$ cat src/rtl/snake_body_engine_if.sv
// Control and pixel-stream bundle shared by the game-tick controller,
// the snake body engine and the VGA adapter.
interface snake_body_engine_if #(
    parameter int X_W     = 8,
    parameter int Y_W     = 7,
    parameter int MAX_LEN = 64
);
    localparam int LEN_W = $clog2(MAX_LEN) + 1;

    logic             init;
    logic             step;
    logic             grow;
    logic [1:0]       dir;
    logic [2:0]       snake_colour;
    logic [2:0]       bg_colour;
    logic             busy;
    logic             done;
    logic             dead;
    logic [LEN_W-1:0] length;
    logic [X_W-1:0]   x;
    logic [Y_W-1:0]   y;
    logic [2:0]       colour;
    logic             plot;

    // Controller side: issues commands, watches status and the pixel stream.
    modport master (
        output init, step, grow, dir, snake_colour, bg_colour,
        input  busy, done, dead, length, x, y, colour, plot
    );

    // Engine side.
    modport slave (
        input  init, step, grow, dir, snake_colour, bg_colour,
        output busy, done, dead, length, x, y, colour, plot
    );
endinterface

$ cat src/rtl/snake_body_engine.sv
// Snake body engine: circular segment buffer, movement, wall/self collision,
// optional growth, and erase/draw pixel streaming toward the VGA adapter.
module snake_body_engine #(
    parameter int X_W       = 8,
    parameter int Y_W       = 7,
    parameter int GRID_W    = 40,
    parameter int GRID_H    = 30,
    parameter int CELL      = 4,
    parameter int MAX_LEN   = 64,
    parameter int START_X   = 15,
    parameter int START_Y   = 15,
    parameter int START_LEN = 4
) (
    input logic                clk,
    input logic                rst,
    snake_body_engine_if.slave bus
);
    localparam int PTR_W = $clog2(MAX_LEN);
    localparam int LEN_W = PTR_W + 1;
    localparam int CX_W  = $clog2(GRID_W);
    localparam int CY_W  = $clog2(GRID_H);
    localparam int CC_W  = (CELL > 1) ? $clog2(CELL) : 1;

    typedef enum logic [3:0] {
        S_IDLE, S_INIT_WR, S_INIT_DRAW, S_CALC, S_SCAN,
        S_ERASE, S_ADVANCE, S_DRAW_HEAD, S_FINISH
    } state_e;

    typedef enum logic [1:0] {
        DIR_RIGHT = 2'd0,
        DIR_LEFT  = 2'd1,
        DIR_UP    = 2'd2,
        DIR_DOWN  = 2'd3
    } dir_e;

    typedef struct packed {
        logic [CX_W-1:0] cx;
        logic [CY_W-1:0] cy;
    } seg_t;

    localparam logic [CC_W-1:0] CC_LAST = CC_W'(CELL - 1);

    state_e           state_q, state_d;
    logic [PTR_W-1:0] head_q, head_d;
    logic [PTR_W-1:0] tail_q, tail_d;
    logic [LEN_W-1:0] len_q, len_d;
    logic             dead_q, dead_d;
    dir_e             dir_q, dir_d;
    dir_e             req_dir_q, req_dir_d;
    logic             grow_q, grow_d;
    seg_t             cand_q, cand_d;
    seg_t             head_seg_q, head_seg_d;
    seg_t             tail_seg_q, tail_seg_d;
    logic [LEN_W-1:0] cnt_q, cnt_d;
    logic [CC_W-1:0]  col_q, col_d;
    logic [CC_W-1:0]  row_q, row_d;

    seg_t             mem [MAX_LEN];
    seg_t             rd_data_q;
    logic [PTR_W-1:0] rd_addr;
    logic             wr_en;
    logic [PTR_W-1:0] wr_addr;
    seg_t             wr_data;

    dir_e             move_dir;
    seg_t             cand_c;
    logic             hit_wall;
    seg_t             init_wr_seg;
    seg_t             init_draw_seg;
    seg_t             pix_seg;
    logic [2:0]       pix_colour;
    logic             plotting;
    logic             cell_last;

    assign cell_last = (col_q == CC_LAST) && (row_q == CC_LAST);

    // Start-position segments: write order runs oldest to head, draw order head to oldest.
    assign init_wr_seg.cx   = CX_W'(START_X - START_LEN + 1) + CX_W'(cnt_q);
    assign init_wr_seg.cy   = CY_W'(START_Y);
    assign init_draw_seg.cx = CX_W'(START_X) - CX_W'(cnt_q);
    assign init_draw_seg.cy = CY_W'(START_Y);

    // Segment buffer: one write port, synchronous read with one cycle of latency.
    // NOTE: the body buffer has no reset; only entries between tail and head are ever read.
    always_ff @(posedge clk) begin
        if (wr_en) begin
            mem[wr_addr] <= wr_data;
        end
        rd_data_q <= mem[rd_addr];
    end

    // Resolve the move direction (reversal keeps the current heading) and the candidate head.
    always_comb begin
        // NOTE: every output of a combinational block gets a default first so no latch is inferred.
        move_dir = ((req_dir_q ^ dir_q) == 2'b01) ? dir_q : req_dir_q;
        cand_c   = head_seg_q;
        hit_wall = 1'b0;
        unique case (move_dir)
            DIR_RIGHT: if (head_seg_q.cx == CX_W'(GRID_W - 1)) hit_wall = 1'b1;
                       else cand_c.cx = head_seg_q.cx + 1'b1;
            DIR_LEFT:  if (head_seg_q.cx == '0) hit_wall = 1'b1;
                       else cand_c.cx = head_seg_q.cx - 1'b1;
            DIR_UP:    if (head_seg_q.cy == '0) hit_wall = 1'b1;
                       else cand_c.cy = head_seg_q.cy - 1'b1;
            DIR_DOWN:  if (head_seg_q.cy == CY_W'(GRID_H - 1)) hit_wall = 1'b1;
                       else cand_c.cy = head_seg_q.cy + 1'b1;
            default:   hit_wall = 1'b0;
        endcase
    end

    // Next-state and datapath control.
    always_comb begin
        state_d    = state_q;
        head_d     = head_q;
        tail_d     = tail_q;
        len_d      = len_q;
        dead_d     = dead_q;
        dir_d      = dir_q;
        req_dir_d  = req_dir_q;
        grow_d     = grow_q;
        cand_d     = cand_q;
        head_seg_d = head_seg_q;
        tail_seg_d = tail_seg_q;
        cnt_d      = cnt_q;
        col_d      = col_q;
        row_d      = row_q;
        wr_en      = 1'b0;
        wr_addr    = head_q;
        wr_data    = cand_q;
        rd_addr    = tail_q + PTR_W'(cnt_q);

        // Pixel walk inside a cell: column fastest, wrapping back to (0,0) after the last pixel.
        if (state_q == S_INIT_DRAW || state_q == S_ERASE || state_q == S_DRAW_HEAD) begin
            if (col_q == CC_LAST) begin
                col_d = '0;
                row_d = (row_q == CC_LAST) ? '0 : row_q + 1'b1;
            end else begin
                col_d = col_q + 1'b1;
            end
        end

        unique case (state_q)
            S_IDLE: begin
                if (bus.init) begin
                    cnt_d   = '0;
                    state_d = S_INIT_WR;
                end else if (bus.step && !dead_q && (len_q != '0)) begin
                    req_dir_d = dir_e'(bus.dir);
                    grow_d    = bus.grow;
                    state_d   = S_CALC;
                end
            end
            S_INIT_WR: begin
                wr_en   = 1'b1;
                wr_addr = PTR_W'(cnt_q);
                wr_data = init_wr_seg;
                if (cnt_q == LEN_W'(START_LEN - 1)) begin
                    head_d     = PTR_W'(START_LEN - 1);
                    tail_d     = '0;
                    len_d      = LEN_W'(START_LEN);
                    dead_d     = 1'b0;
                    dir_d      = DIR_RIGHT;
                    head_seg_d = init_wr_seg;
                    cnt_d      = '0;
                    col_d      = '0;
                    row_d      = '0;
                    state_d    = S_INIT_DRAW;
                end else begin
                    cnt_d = cnt_q + 1'b1;
                end
            end
            S_INIT_DRAW: begin
                if (cell_last) begin
                    if (cnt_q == LEN_W'(START_LEN - 1)) state_d = S_FINISH;
                    else cnt_d = cnt_q + 1'b1;
                end
            end
            S_CALC: begin
                dir_d  = move_dir;
                grow_d = grow_q && (len_q != LEN_W'(MAX_LEN));
                if (hit_wall) begin
                    dead_d  = 1'b1;
                    state_d = S_FINISH;
                end else begin
                    cand_d  = cand_c;
                    cnt_d   = '0;
                    state_d = S_SCAN;
                end
            end
            S_SCAN: begin
                // Data for segment cnt-1 (counted from the tail) arrives while cnt is presented.
                cnt_d = cnt_q + 1'b1;
                if (cnt_q != '0) begin
                    if (cnt_q == LEN_W'(1)) tail_seg_d = rd_data_q;
                    if ((rd_data_q == cand_q) && !((cnt_q == LEN_W'(1)) && !grow_q)) begin
                        dead_d  = 1'b1;
                        state_d = S_FINISH;
                    end else if (cnt_q == len_q) begin
                        col_d   = '0;
                        row_d   = '0;
                        state_d = grow_q ? S_ADVANCE : S_ERASE;
                    end
                end
            end
            S_ERASE: begin
                if (cell_last) state_d = S_ADVANCE;
            end
            S_ADVANCE: begin
                wr_en      = 1'b1;
                wr_addr    = head_q + 1'b1;
                head_d     = head_q + 1'b1;
                head_seg_d = cand_q;
                if (grow_q) len_d = len_q + 1'b1;
                else tail_d = tail_q + 1'b1;
                col_d   = '0;
                row_d   = '0;
                state_d = S_DRAW_HEAD;
            end
            S_DRAW_HEAD: begin
                if (cell_last) state_d = S_FINISH;
            end
            S_FINISH: state_d = S_IDLE;
            default:  state_d = S_IDLE;
        endcase
    end

    // State and datapath registers.
    always_ff @(posedge clk or posedge rst) begin
        if (rst) begin
            // NOTE: sequential state is updated only with non-blocking assignments.
            state_q    <= S_IDLE;
            head_q     <= '0;
            tail_q     <= '0;
            len_q      <= '0;
            dead_q     <= 1'b0;
            dir_q      <= DIR_RIGHT;
            req_dir_q  <= DIR_RIGHT;
            grow_q     <= 1'b0;
            cand_q     <= '0;
            head_seg_q <= '0;
            tail_seg_q <= '0;
            cnt_q      <= '0;
            col_q      <= '0;
            row_q      <= '0;
        end else begin
            state_q    <= state_d;
            head_q     <= head_d;
            tail_q     <= tail_d;
            len_q      <= len_d;
            dead_q     <= dead_d;
            dir_q      <= dir_d;
            req_dir_q  <= req_dir_d;
            grow_q     <= grow_d;
            cand_q     <= cand_d;
            head_seg_q <= head_seg_d;
            tail_seg_q <= tail_seg_d;
            cnt_q      <= cnt_d;
            col_q      <= col_d;
            row_q      <= row_d;
        end
    end

    // Select the cell and colour being plotted in the current state.
    always_comb begin
        plotting   = 1'b0;
        pix_seg    = cand_q;
        pix_colour = bus.snake_colour;
        unique case (state_q)
            S_INIT_DRAW: begin
                plotting = 1'b1;
                pix_seg  = init_draw_seg;
            end
            S_ERASE: begin
                plotting   = 1'b1;
                pix_seg    = tail_seg_q;
                pix_colour = bus.bg_colour;
            end
            S_DRAW_HEAD: plotting = 1'b1;
            default:     plotting = 1'b0;
        endcase
    end

    assign bus.plot   = plotting;
    assign bus.x      = plotting ? (X_W'(pix_seg.cx) * X_W'(CELL) + X_W'(col_q)) : '0;
    assign bus.y      = plotting ? (Y_W'(pix_seg.cy) * Y_W'(CELL) + Y_W'(row_q)) : '0;
    assign bus.colour = plotting ? pix_colour : 3'd0;
    assign bus.busy   = (state_q != S_IDLE);
    assign bus.done   = (state_q == S_FINISH);
    assign bus.dead   = dead_q;
    assign bus.length = len_q;
endmodule
$ cat src/flat_wrapper.sv
// flat-port wrapper written by rule: the top's interface ports become plain ports
module snake_body_engine_flat 
#(
    parameter int X_W       = 8,
    parameter int Y_W       = 7,
    parameter int GRID_W    = 40,
    parameter int GRID_H    = 30,
    parameter int CELL      = 4,
    parameter int MAX_LEN   = 64,
    parameter int START_X   = 15,
    parameter int START_Y   = 15,
    parameter int START_LEN = 4
)
  (clk, rst, bus_init, bus_step, bus_grow, bus_dir, bus_snake_colour, bus_bg_colour, bus_busy, bus_done, bus_dead, bus_length, bus_x, bus_y, bus_colour, bus_plot);
  snake_body_engine_if #(.X_W(X_W), .Y_W(Y_W), .MAX_LEN(MAX_LEN)) bus_i ();
  input logic clk;
  input logic rst;
  input wire logic [$bits(bus_i.init)-1:0] bus_init;
  input wire logic [$bits(bus_i.step)-1:0] bus_step;
  input wire logic [$bits(bus_i.grow)-1:0] bus_grow;
  input wire logic [$bits(bus_i.dir)-1:0] bus_dir;
  input wire logic [$bits(bus_i.snake_colour)-1:0] bus_snake_colour;
  input wire logic [$bits(bus_i.bg_colour)-1:0] bus_bg_colour;
  output wire logic [$bits(bus_i.busy)-1:0] bus_busy;
  output wire logic [$bits(bus_i.done)-1:0] bus_done;
  output wire logic [$bits(bus_i.dead)-1:0] bus_dead;
  output wire logic [$bits(bus_i.length)-1:0] bus_length;
  output wire logic [$bits(bus_i.x)-1:0] bus_x;
  output wire logic [$bits(bus_i.y)-1:0] bus_y;
  output wire logic [$bits(bus_i.colour)-1:0] bus_colour;
  output wire logic [$bits(bus_i.plot)-1:0] bus_plot;
  assign bus_i.init = bus_init;
  assign bus_i.step = bus_step;
  assign bus_i.grow = bus_grow;
  assign bus_i.dir = bus_dir;
  assign bus_i.snake_colour = bus_snake_colour;
  assign bus_i.bg_colour = bus_bg_colour;
  assign bus_busy = bus_i.busy;
  assign bus_done = bus_i.done;
  assign bus_dead = bus_i.dead;
  assign bus_length = bus_i.length;
  assign bus_x = bus_i.x;
  assign bus_y = bus_i.y;
  assign bus_colour = bus_i.colour;
  assign bus_plot = bus_i.plot;
  snake_body_engine #(.X_W(X_W), .Y_W(Y_W), .GRID_W(GRID_W), .GRID_H(GRID_H), .CELL(CELL), .MAX_LEN(MAX_LEN), .START_X(START_X), .START_Y(START_Y), .START_LEN(START_LEN)) u_core (.clk(clk), .rst(rst), .bus(bus_i));
endmodule
$ cat config.mk
export PLATFORM = sky130hd
export DESIGN_NAME = snake_body_engine_flat
export DESIGN_NICKNAME = d
export VERILOG_FILES = /design/src/rtl/snake_body_engine_if.sv /design/src/rtl/snake_body_engine.sv /design/src/flat_wrapper.sv
export SDC_FILE = /design/constraint.sdc
export NUM_CORES = 1
export LEC_CHECK = 0
export CAP_MARGIN = 20
export CORE_MARGIN = 8
export CORE_UTILIZATION = 40
export DETAILED_ROUTE_END_ITERATION = 10
export GPL_TIMING_DRIVEN = 0
export SETUP_SLACK_MARGIN = 0.4
export SYNTH_ARGS = -nofsm -noshare
export SYNTH_HDL_FRONTEND = slang
export SYNTH_SLANG_ARGS = --single-unit
$ cat constraint.sdc
create_clock -name clk -period 7.15 [get_ports clk]
set_clock_uncertainty 0.15 [all_clocks]
set_input_delay 1.43 -clock clk [delete_from_list [all_inputs] [get_ports clk]]
set_output_delay 1.43 -clock clk [all_outputs]
set_load 0.1 [all_outputs]
Word level (Yosys, flattened, before mapping)
Memory sizes are Yosys's and may differ from the RTL's. A register that Yosys moved wholly into a read port is not among the register bits.
Index checks and enable logic that the tools add are counted.
W data, S select, Z words.
- memories: 1
- flip-flop bits (word level): 73
- output and inout bits: 29
- bits in writable memories: 704
- bits of input ports: 13
- logic and storage cells: 187
- memories (name ; words ; bits a word ; read ports ; clocked after memory_dff ; write ports ; RTL line ; text):
    u_core.mem ; 64 ; 11 ; 1 ; 1 ; 1 ; snake_body_engine.sv:58 ; seg_t mem [MAX_LEN];
- reductions and logical operators: 36
- add/subtract/negate cells: 15
- muxes and demuxes: 77
- bitwise gates (word level): 3
- equal/unequal tests: 38
- operators by type and width (cell ; number):
    $mux W7 ; 8
    $pmux W6 S2 ; 4
    $mux W4 ; 11
    $pmux W11 S2 ; 2
    $pmux W7 S5 ; 1
    $mux W2 ; 16
    $pmux W4 S8 ; 1
    $mux W6 ; 5
    $mux W11 ; 2
    $add A6 B1 Y6 const B ; 3
    $ne A2 B1 Y1 const B ; 9
    $eq A4 B3 Y1 const B ; 4
    $reduce_and A3 Y1 ; 5
    $add A7 B1 Y7 const B ; 2
    $mux W1 ; 14
    $pmux W7 S2 ; 1
    $reduce_bool A7 Y1 ; 2
    $ne A2 B2 Y1 const B ; 6
    $pmux W2 S3 ; 2
    $eq A11 B11 Y1 ; 1
    $mux W5 ; 2
    $pmux W5 S2 ; 1
    $reduce_and A5 Y1 ; 2
    $add A8 B2 Y8 ; 1
    other kinds (44) ; 64

Depth between registers and ports, before layout
Gate-level depths: netlist (run 1).
- depth in word-level cells: 8
- gate-level depth with buffers: 11
- mapped depth without buffers: 8

Worst setup path after synthesis (run 1)
Ideal clock, no wire load.
- path type: flip-flop to output port
- start: reg u_core.state_q[0]
- end: out bus_done
- slack: 1945 ps
- required time: 5570 ps
- arrival: 3625 ps
- buffers on the path: 2
- cell stages (with the launch flop): 4
- path through: dfrtp_1 buf_2 clkbuf_1 nor4_1
- cells in the longest elaborated chain, start to end: 1
- RTL lines (element ; RTL line ; text):
    from (decl) ; snake_body_engine.sv:43 ; state_e state_q, state_d;
    from (signal assigned) ; snake_body_engine.sv:246 ; state_q <= state_d;
    $eq A4 B4 Y1 ; snake_body_engine.sv:288 ; assign bus.done = (state_q == S_FINISH);
    to (decl) ; flat_wrapper.sv:25 ; output wire logic [$bits(bus_i.done)-1:0] bus_done;
No other way between the ends.

Final worst setup path (run 1)
- start: reg u_core.state_q[0]
- end: out bus_x[6]
- cells in the longest elaborated chain, start to end: 4
- elaborated cells between the ends (all ways): 8
- those cells by class: add/sub (1); eq/ne (3); mux (3); reduce/logical (1)
- RTL lines (element ; RTL line ; text):
    $eq A4 B3 Y1 / $eq A4 B2 Y1 (equally long branches) ; snake_body_engine.sv:268 ; unique case (state_q)
    $pmux W11 S2 / $reduce_or A3 Y1 (equally long branches) ; -- ;
    $add A8 B2 Y8 / $mux W1 (equally long branches) ; snake_body_engine.sv:284, snake_body_engine.sv:268 ;
    $mux W8 * ; snake_body_engine.sv:284 ; assign bus.x = plotting ? (X_W'(pix_seg.cx) * X_W'(CELL) + X_W'(col_q)) : '0;
    to (decl) ; flat_wrapper.sv:28 ; output wire logic [$bits(bus_i.x)-1:0] bus_x;
Mark *: on every way between the ends. The rest lies on a longest branch, timed or not.

==> flow_metrics.tcl, run 1 <==
set metrics [dict create \
    port_buffers 41 \
    num_antenna_cells 0 \
    crit_path_max_fanout 10 \
    routability_congestion_estimate_from_global_placement 0.878 \
    final_slew_viol_count 0 \
    timing.fmax_mhz 178 \
    synth.net_count 1954 \
    syn_avg_cell_area_um2 17.1 \
    grt_pass1_vias 18300 \
    reg_clk_slew_reported_paths_ps 70 \
    routed_wire_length_per_instance_um 25.8 \
    finalWorstPathRequiredPeriod_ps 5630 \
    antenna_found_initial 0 \
    timing.max_cap.violations 0 \
    synth_top_area_cell "edfxtp_1" \
    cts_inserted_buffers 83 \
    synth-edff-count 704 \
    hold_viol_final 0 \
    postRouteWirelength_um 83400 \
    largest_net_degree_at_the_start_of_global_routing 65 \
    die-width_um 302 \
    max-slew-margin-rel_pct 11.9 \
    globalRouteTotalUtil_pct 18.1 \
    cts_setup_buffers 0 \
    post_route_ant_nets 0 \
    power-per-cell-area_nw_per_um2 444 \
    pwr-share-comb_pct 38.5 \
    status "completed" \
    min_path_type "reg2reg" \
    postLayoutCellArea_um2 37800 \
    die_footprint_um2 91300 \
    postSynthCellCount 1915 \
    worst_skew_pair.late_latency_ps 630 \
    synth.yosys.seq_area_share_pct 70.8 \
    multi_input_comb_area_um2 9060 \
    core_area_um2 81600 \
    postSynth.asyncResetShare_pct 9.26 \
    area_growth_syn_to_layout_pct 15.5 \
    timing.critical_path.from_type "flop" \
    fin_tns_setup_ps 0 \
    syn-cell-area_um2 32700 \
    drt_first_iter_violations 1916 \
    arrival_ps 4050 \
    ys_top_cells_by_area "edfxtp_1 65%, mux4_2 12%, dfrtp_1 5.6%" \
    floorplan.initialDensity_pct 40.1 \
    cts_tree "built" \
    clockRootBuffer "clkbuf_16" \
    worstRegToRegCells 10 \
    switching_share_pct 35.9 \
    nets 2133 \
    detailedPlace.worstSlack_ps 2250 \
    wire_length_of_the_first_global_routing_pass_um 123000 \
    cts-hold-fix-buffers 0 \
    global_route.overflow_total 0 \
    grt_setup_unrepaired "no" \
    estimated_wirelength_of_the_detail_placed_design_um 56000 \
    drc_errors 0 \
    count_of_h_tree_levels_built_during_cts 3 \
    die_h_um 302 \
    vias_per_cell 5.75 \
    min_period_over_period_pct 78.7 \
    1st_pass_router_iterations 6 \
    vdd_ir_drop_max_uv 244 \
    setup_viol_count_final 0 \
    critical_path_end_type "primary output" \
    final_core_utilization_pct 46.4 \
    ys_warn_count 0 \
    netlist-cell-type-count 79 \
    proportion_of_netlist_area_held_by_the_largest_area_contributor_pct 64.6 \
    clk_path_buf_depth 3 \
    cp.required_ps 5570 \
    share_seq_of_total_power_pct 36.3 \
    filler_cell_count 6793 \
    yosys_register_bits 788 \
    worst-setup-path-type "reg2out" \
    layout_cell_share_with_drive_strength_beyond_1_pct 21.4 \
    register_area_um2 23200 \
    worstMarginPinSlew_ps 1290 \
    num_rows 105 \
    detailed_place.area_um2 34900 \
    cell_internal_pwr_uw 10800 \
    power.clock.fraction_pct 25.1 \
    cts_num_sinks 788 \
    boundaryPins 42 \
    synth_flop_cell "edfxtp_1" \
    leakage_uw 0.0123 \
    ctsResizeCount 0 \
    route.vias.total 18500 \
    worst_setup_slack_final_ps 1520 \
    power_dissipated_by_switching_net_loads_uw 6020 \
    hold_path_depth 1 \
]
[cell usage after synthesis, types with 11 or more instances]
master	instances
ha_1	25
nand2_1	141
nand3_1	76
nand4_1	17
mux2i_1	25
xor2_1	17
a211oi_1	13
a32oi_1	13
dfrtp_1	73
xnor2_1	26
clkbuf_1	57
nor3_1	40
nor2_1	108
edfxtp_1	704
inv_1	22
mux4_2	168
dfxtp_1	11
o21ai_0	63
a21oi_1	41
a221o_1	11
buf_2	36
nor4_1	21
mux2_2	37
[stage by stage]
stage	std cells	hold WS (ps)	power, µW
after detailed placement	3050	346	12700
after global placement	3026	343	12600
final	3226	358	16800
after floorplan	1915	327	10400
after CTS	3197	360	16900
after global routing	3226	384	17500
[critical path: stages (launching register included)]
cell and delay, ps:
dfrtp_1 360, buf_2 210, clkbuf_1 340, nand3b_1 430
nand2_1 390, nor2_1 150, a222oi_1 430, inv_1 100
clkdlybuf4s50_1 990
[metal layers]
metal / routed length (µm) / part of all wire, % / vias up / global-route usage [%]
li1: - / - / 8030 / -
met1: 35500 / 43 / 9650 / 25.2
met2: 40100 / 48 / 732 / 29.3
met3: 5340 / 6.4 / 134 / 2.63
met4: 2430 / 2.9 / 0 / 6.03
met5: 0 / 0 / - / 0
[sequential cells by signal (all words and copies together) (netlist names)]
register and flops:
u_core.state_q 4, u_core.grow_q 1, u_core.row_q 2, u_core.head_q 6, u_core.col_q 2, u_core.bus.dead 1, u_core.cnt_q 7, u_core.head_seg_q 11
u_core.bus.length 7, u_core.tail_seg_q 11, u_core.rd_data_q 11, u_core.dir_q 2, u_core.cand_q 11, u_core.mem 704, u_core.tail_q 6, u_core.req_dir_q 2
[power by group through the flow]
stage	Clock, µW	Combinational [µW]	Sequential [µW]
final	4220	6480	6100
after global routing	4470	6890	6130
after CTS	4290	6520	6100
after detailed placement	0	6500	6200
after global placement	0	6200	6360
after floorplan	0	4150	6250
[cell families (layout without fill, tap and decap cells)]
logic type      Yosys count  in the layout  share of synthesized area, %
flops                   788            788                          70.8
compound gates          225            225                          4.75
fa+ha+maj                26             26                          1.02
simple gates            474            474                          6.93
mux                     230            230                          13.6
buf+inv                 129            370                          1.75
xor+xnor                 43             43                          1.15
[area by class of cell]
type / count / area share (%)
tap: 1070 / 3.54
sequential: 788 / 61.3
inverter: 22 / 0.225
timing repair buffer: 94 / 2.65
buffer: 107 / 1.30
clock inverter: 47 / 1.24
multi-input combinational: 998 / 24.0
clock buffer: 100 / 5.80
[path summary, 6_finish.rpt]
check                                           from              endpoint  slack, ps
worst max-delay path               u_core.state_q[0]              bus_x[6]       1520
worst min-delay path            u_core.tail_seg_q[5]  u_core.tail_seg_q[5]        360
worst max register to register       u_core.cnt_q[0]   u_core.rd_data_q[4]       2040
worst min register to register  u_core.tail_seg_q[5]  u_core.tail_seg_q[5]        360
max in group asynchronous                        rst  u_core.head_seg_q[1]       5320
min in group asynchronous                        rst      u_core.tail_q[0]        960
[layout by cell type (no fill, tap or decap), types with 10 or more instances in the layout]
cell type / synthesis / final
nor2_1: 108 / 108
mux2_2: 37 / 37
a41o_1: 10 / 10
edfxtp_1: 704 / 704
mux4_2: 168 / 168
nand2_1: 141 / 140
mux2i_1: 25 / 25
buf_2: 36 / 36
ha_1: 25 / 25
clkdlybuf4s50_1: 0 / 41
buf_6: 3 / 16
a221o_1: 11 / 11
nand3_1: 76 / 76
buf_4: 6 / 29
xnor2_1: 26 / 26
clkbuf_1: 57 / 71
nor3_1: 40 / 40
nor4_1: 21 / 21
dfxtp_1: 11 / 11
buf_1: 5 / 10
inv_1: 22 / 21
xor2_1: 17 / 17
clkinv_1: 0 / 11
dfrtp_1: 73 / 73
o21ai_0: 63 / 58
clkbuf_16: 0 / 85
a32oi_1: 13 / 13
a211oi_1: 13 / 13
nand4_1: 17 / 17
clkinv_2: 0 / 15
a21oi_1: 41 / 41
No activity file was read; power rests on OpenSTA's default activity.
==> run 2: changes to the inputs <==
- clock period: 7.15 -> 5.6 ns (I/O delays scaled with it)
==> flow_metrics.tcl, run 2 (synthesis gave the netlist of run 1 again) <==
set metrics [dict create \
    hold_viol_final 0 \
    core_area_um2 81600 \
    largest_reg_flops 704 \
    boundaryPins 42 \
    layout_cell_share_with_drive_strength_beyond_1_pct 21.4 \
    wire_length_of_the_first_global_routing_pass_um 123000 \
    cp.required_ps 5880 \
    final_core_utilization_pct 46.4 \
    r2r_slack_ps 500 \
    global_route.overflow_total 0 \
    cts_setup_buffers 0 \
    post-layout-total-power_uw 21400 \
    timing.rr.start "u_core.cnt_q[0]" \
    num_rows 105 \
    worst_skew_pair.late_latency_ps 630 \
    critical_path_end_type "flop" \
    final_cell_mix "704 x edfxtp_1, 168 x mux4_2, 140 x nand2_1" \
    dpl.cell_count 3050 \
    1st_pass_router_iterations 7 \
    count_of_h_tree_levels_built_during_cts 3 \
    cts_num_sinks 788 \
    vias_per_cell 5.75 \
    power-per-cell-area_nw_per_um2 567 \
    hold-worst-slack_ps 359 \
    routed_wire_length_per_instance_um 25.9 \
    estimated_wirelength_of_the_detail_placed_design_um 56000 \
    largest_net_degree_at_the_start_of_global_routing 65 \
    postRouteWirelength_um 83400 \
    startpoint_of_the_worst_hold_path "u_core.tail_seg_q[5]" \
    reg_with_most_ffs "u_core.mem" \
    grt_pass1_vias 18300 \
    min_path_type "reg2reg" \
    timing.max_cap.violations 0 \
    layout.cells.non_filler 3226 \
    nets 2133 \
    detailedPlace.worstSlack_ps 734 \
    status "completed" \
    cts-hold-fix-buffers 0 \
    floorplan.initialDensity_pct 40.1 \
    die_h_um 302 \
    area_growth_syn_to_layout_pct 15.5 \
    num_antenna_cells 0 \
    arrival_ps 5380 \
    cts_tree "built" \
    drt_first_iter_violations 1920 \
    hold_end "u_core.tail_seg_q[5]" \
    clockRootBuffer "clkbuf_16" \
    layout.cells.most_common "edfxtp_1" \
    reg_clk_slew_reported_paths_ps 60 \
    die_footprint_um2 91300 \
    finalWorstPathRequiredPeriod_ps 5100 \
    clk_path_buf_depth 3 \
    crit_path_max_fanout 10 \
    grt_setup_unrepaired "no" \
    reg2reg_to "u_core.rd_data_q[4]" \
    worst_setup_slack_final_ps 499 \
    timing.critical_path.from_type "flop" \
    worstMarginPinSlew_ps 1290 \
    filler_cell_count 6796 \
    port_buffers 41 \
    vdd_ir_drop_max_uv 311 \
    globalRouteTotalUtil_pct 18.1 \
    setup_viol_count_final 0 \
    min_period_over_period_pct 91.1 \
    antenna_found_initial 0 \
    drc_errors 0 \
    cts_inserted_buffers 83 \
    routability_congestion_estimate_from_global_placement 0.878 \
    max-slew-margin-rel_pct 11.9 \
    timing.fmax_mhz 196 \
    worstRegToRegCells 10 \
    final_slew_viol_count 0 \
    die-width_um 302 \
    route.vias.total 18500 \
    hold_path_depth 1 \
    post_route_ant_nets 0 \
    worst_setup_path_startpoint "u_core.cnt_q[0]" \
    leakage_uw 0.0124 \
    worst-setup-path-type "reg2reg" \
]
## run 2: cell types whose count changed in the layout (fill, tap and decap cells not counted)
cell / change
dlymetal6s2s_1: +3
clkdlybuf4s50_1: -6
dlygate4sd2_1: +3
## run 2: worst max-delay path by stage
stage                                      to  slack [ps]
after global placement      u_core.mem[58][7]       -3570
after CTS                            bus_x[5]         400
final                     u_core.rd_data_q[4]         500
after global routing                 bus_y[4]         430
after detailed placement  u_core.rd_data_q[5]         730
after floorplan              u_core.mem[0][9]         690
## run 2: area by class of cell
class                      instances  area [µm²]  share of cell area [%]
sequential                       788       23200                    61.3
multi-input combinational        998        9060                    24.0
clock buffer                     100        2190                    5.80
tap                             1070        1340                    3.54
timing repair buffer              94        1010                    2.66
buffer                           107         492                    1.30
clock inverter                    47         468                    1.24
inverter                          22        85.1                   0.225
## run 2: metrics by stage
stage	instance area, µm²	setup TNS [ps]
finish	37800	0
global route	37800	0
CTS	37600	0
detailed placement	34900	0
global placement	34500	-774380
floorplan	32700	0
## run 2: critical path, cell delays in order, from the launching register on
cell and delay, ps:
dfrtp_1 550, ha_1 330, fa_1 520, buf_2 170
clkbuf_1 550, nor2b_1 270, clkbuf_1 580, a32oi_1 130
a41o_1 320, a2111oi_0 1060, nor4_1 250
## run 2: report_power, final
| part | internal (µW) | switching (µW) | total (µW) |
|---|---|---|---|
| logic | 3110 | 5160 | 8260 |
| clock network | 3120 | 2270 | 5390 |
| registers | 7520 | 270 | 7790 |
## run 2: repair_timing
item / in CTS / in global routing
endpoints found under the hold margin: 0 / 0
endpoints found under the setup margin: 3 / 3
gates resized for setup: 3 / 3
cloned: 0 / 0
## run 2: metal layers
layer / up-vias / share of wire (%) / track usage, %
met2: 713 / 48 / 29.3
met4: 0 / 3.0 / 6.03
met3: 144 / 6.2 / 2.63
met1: 9663 / 43 / 25.2
met5: - / 0 / 0
li1: 8028 / - / -
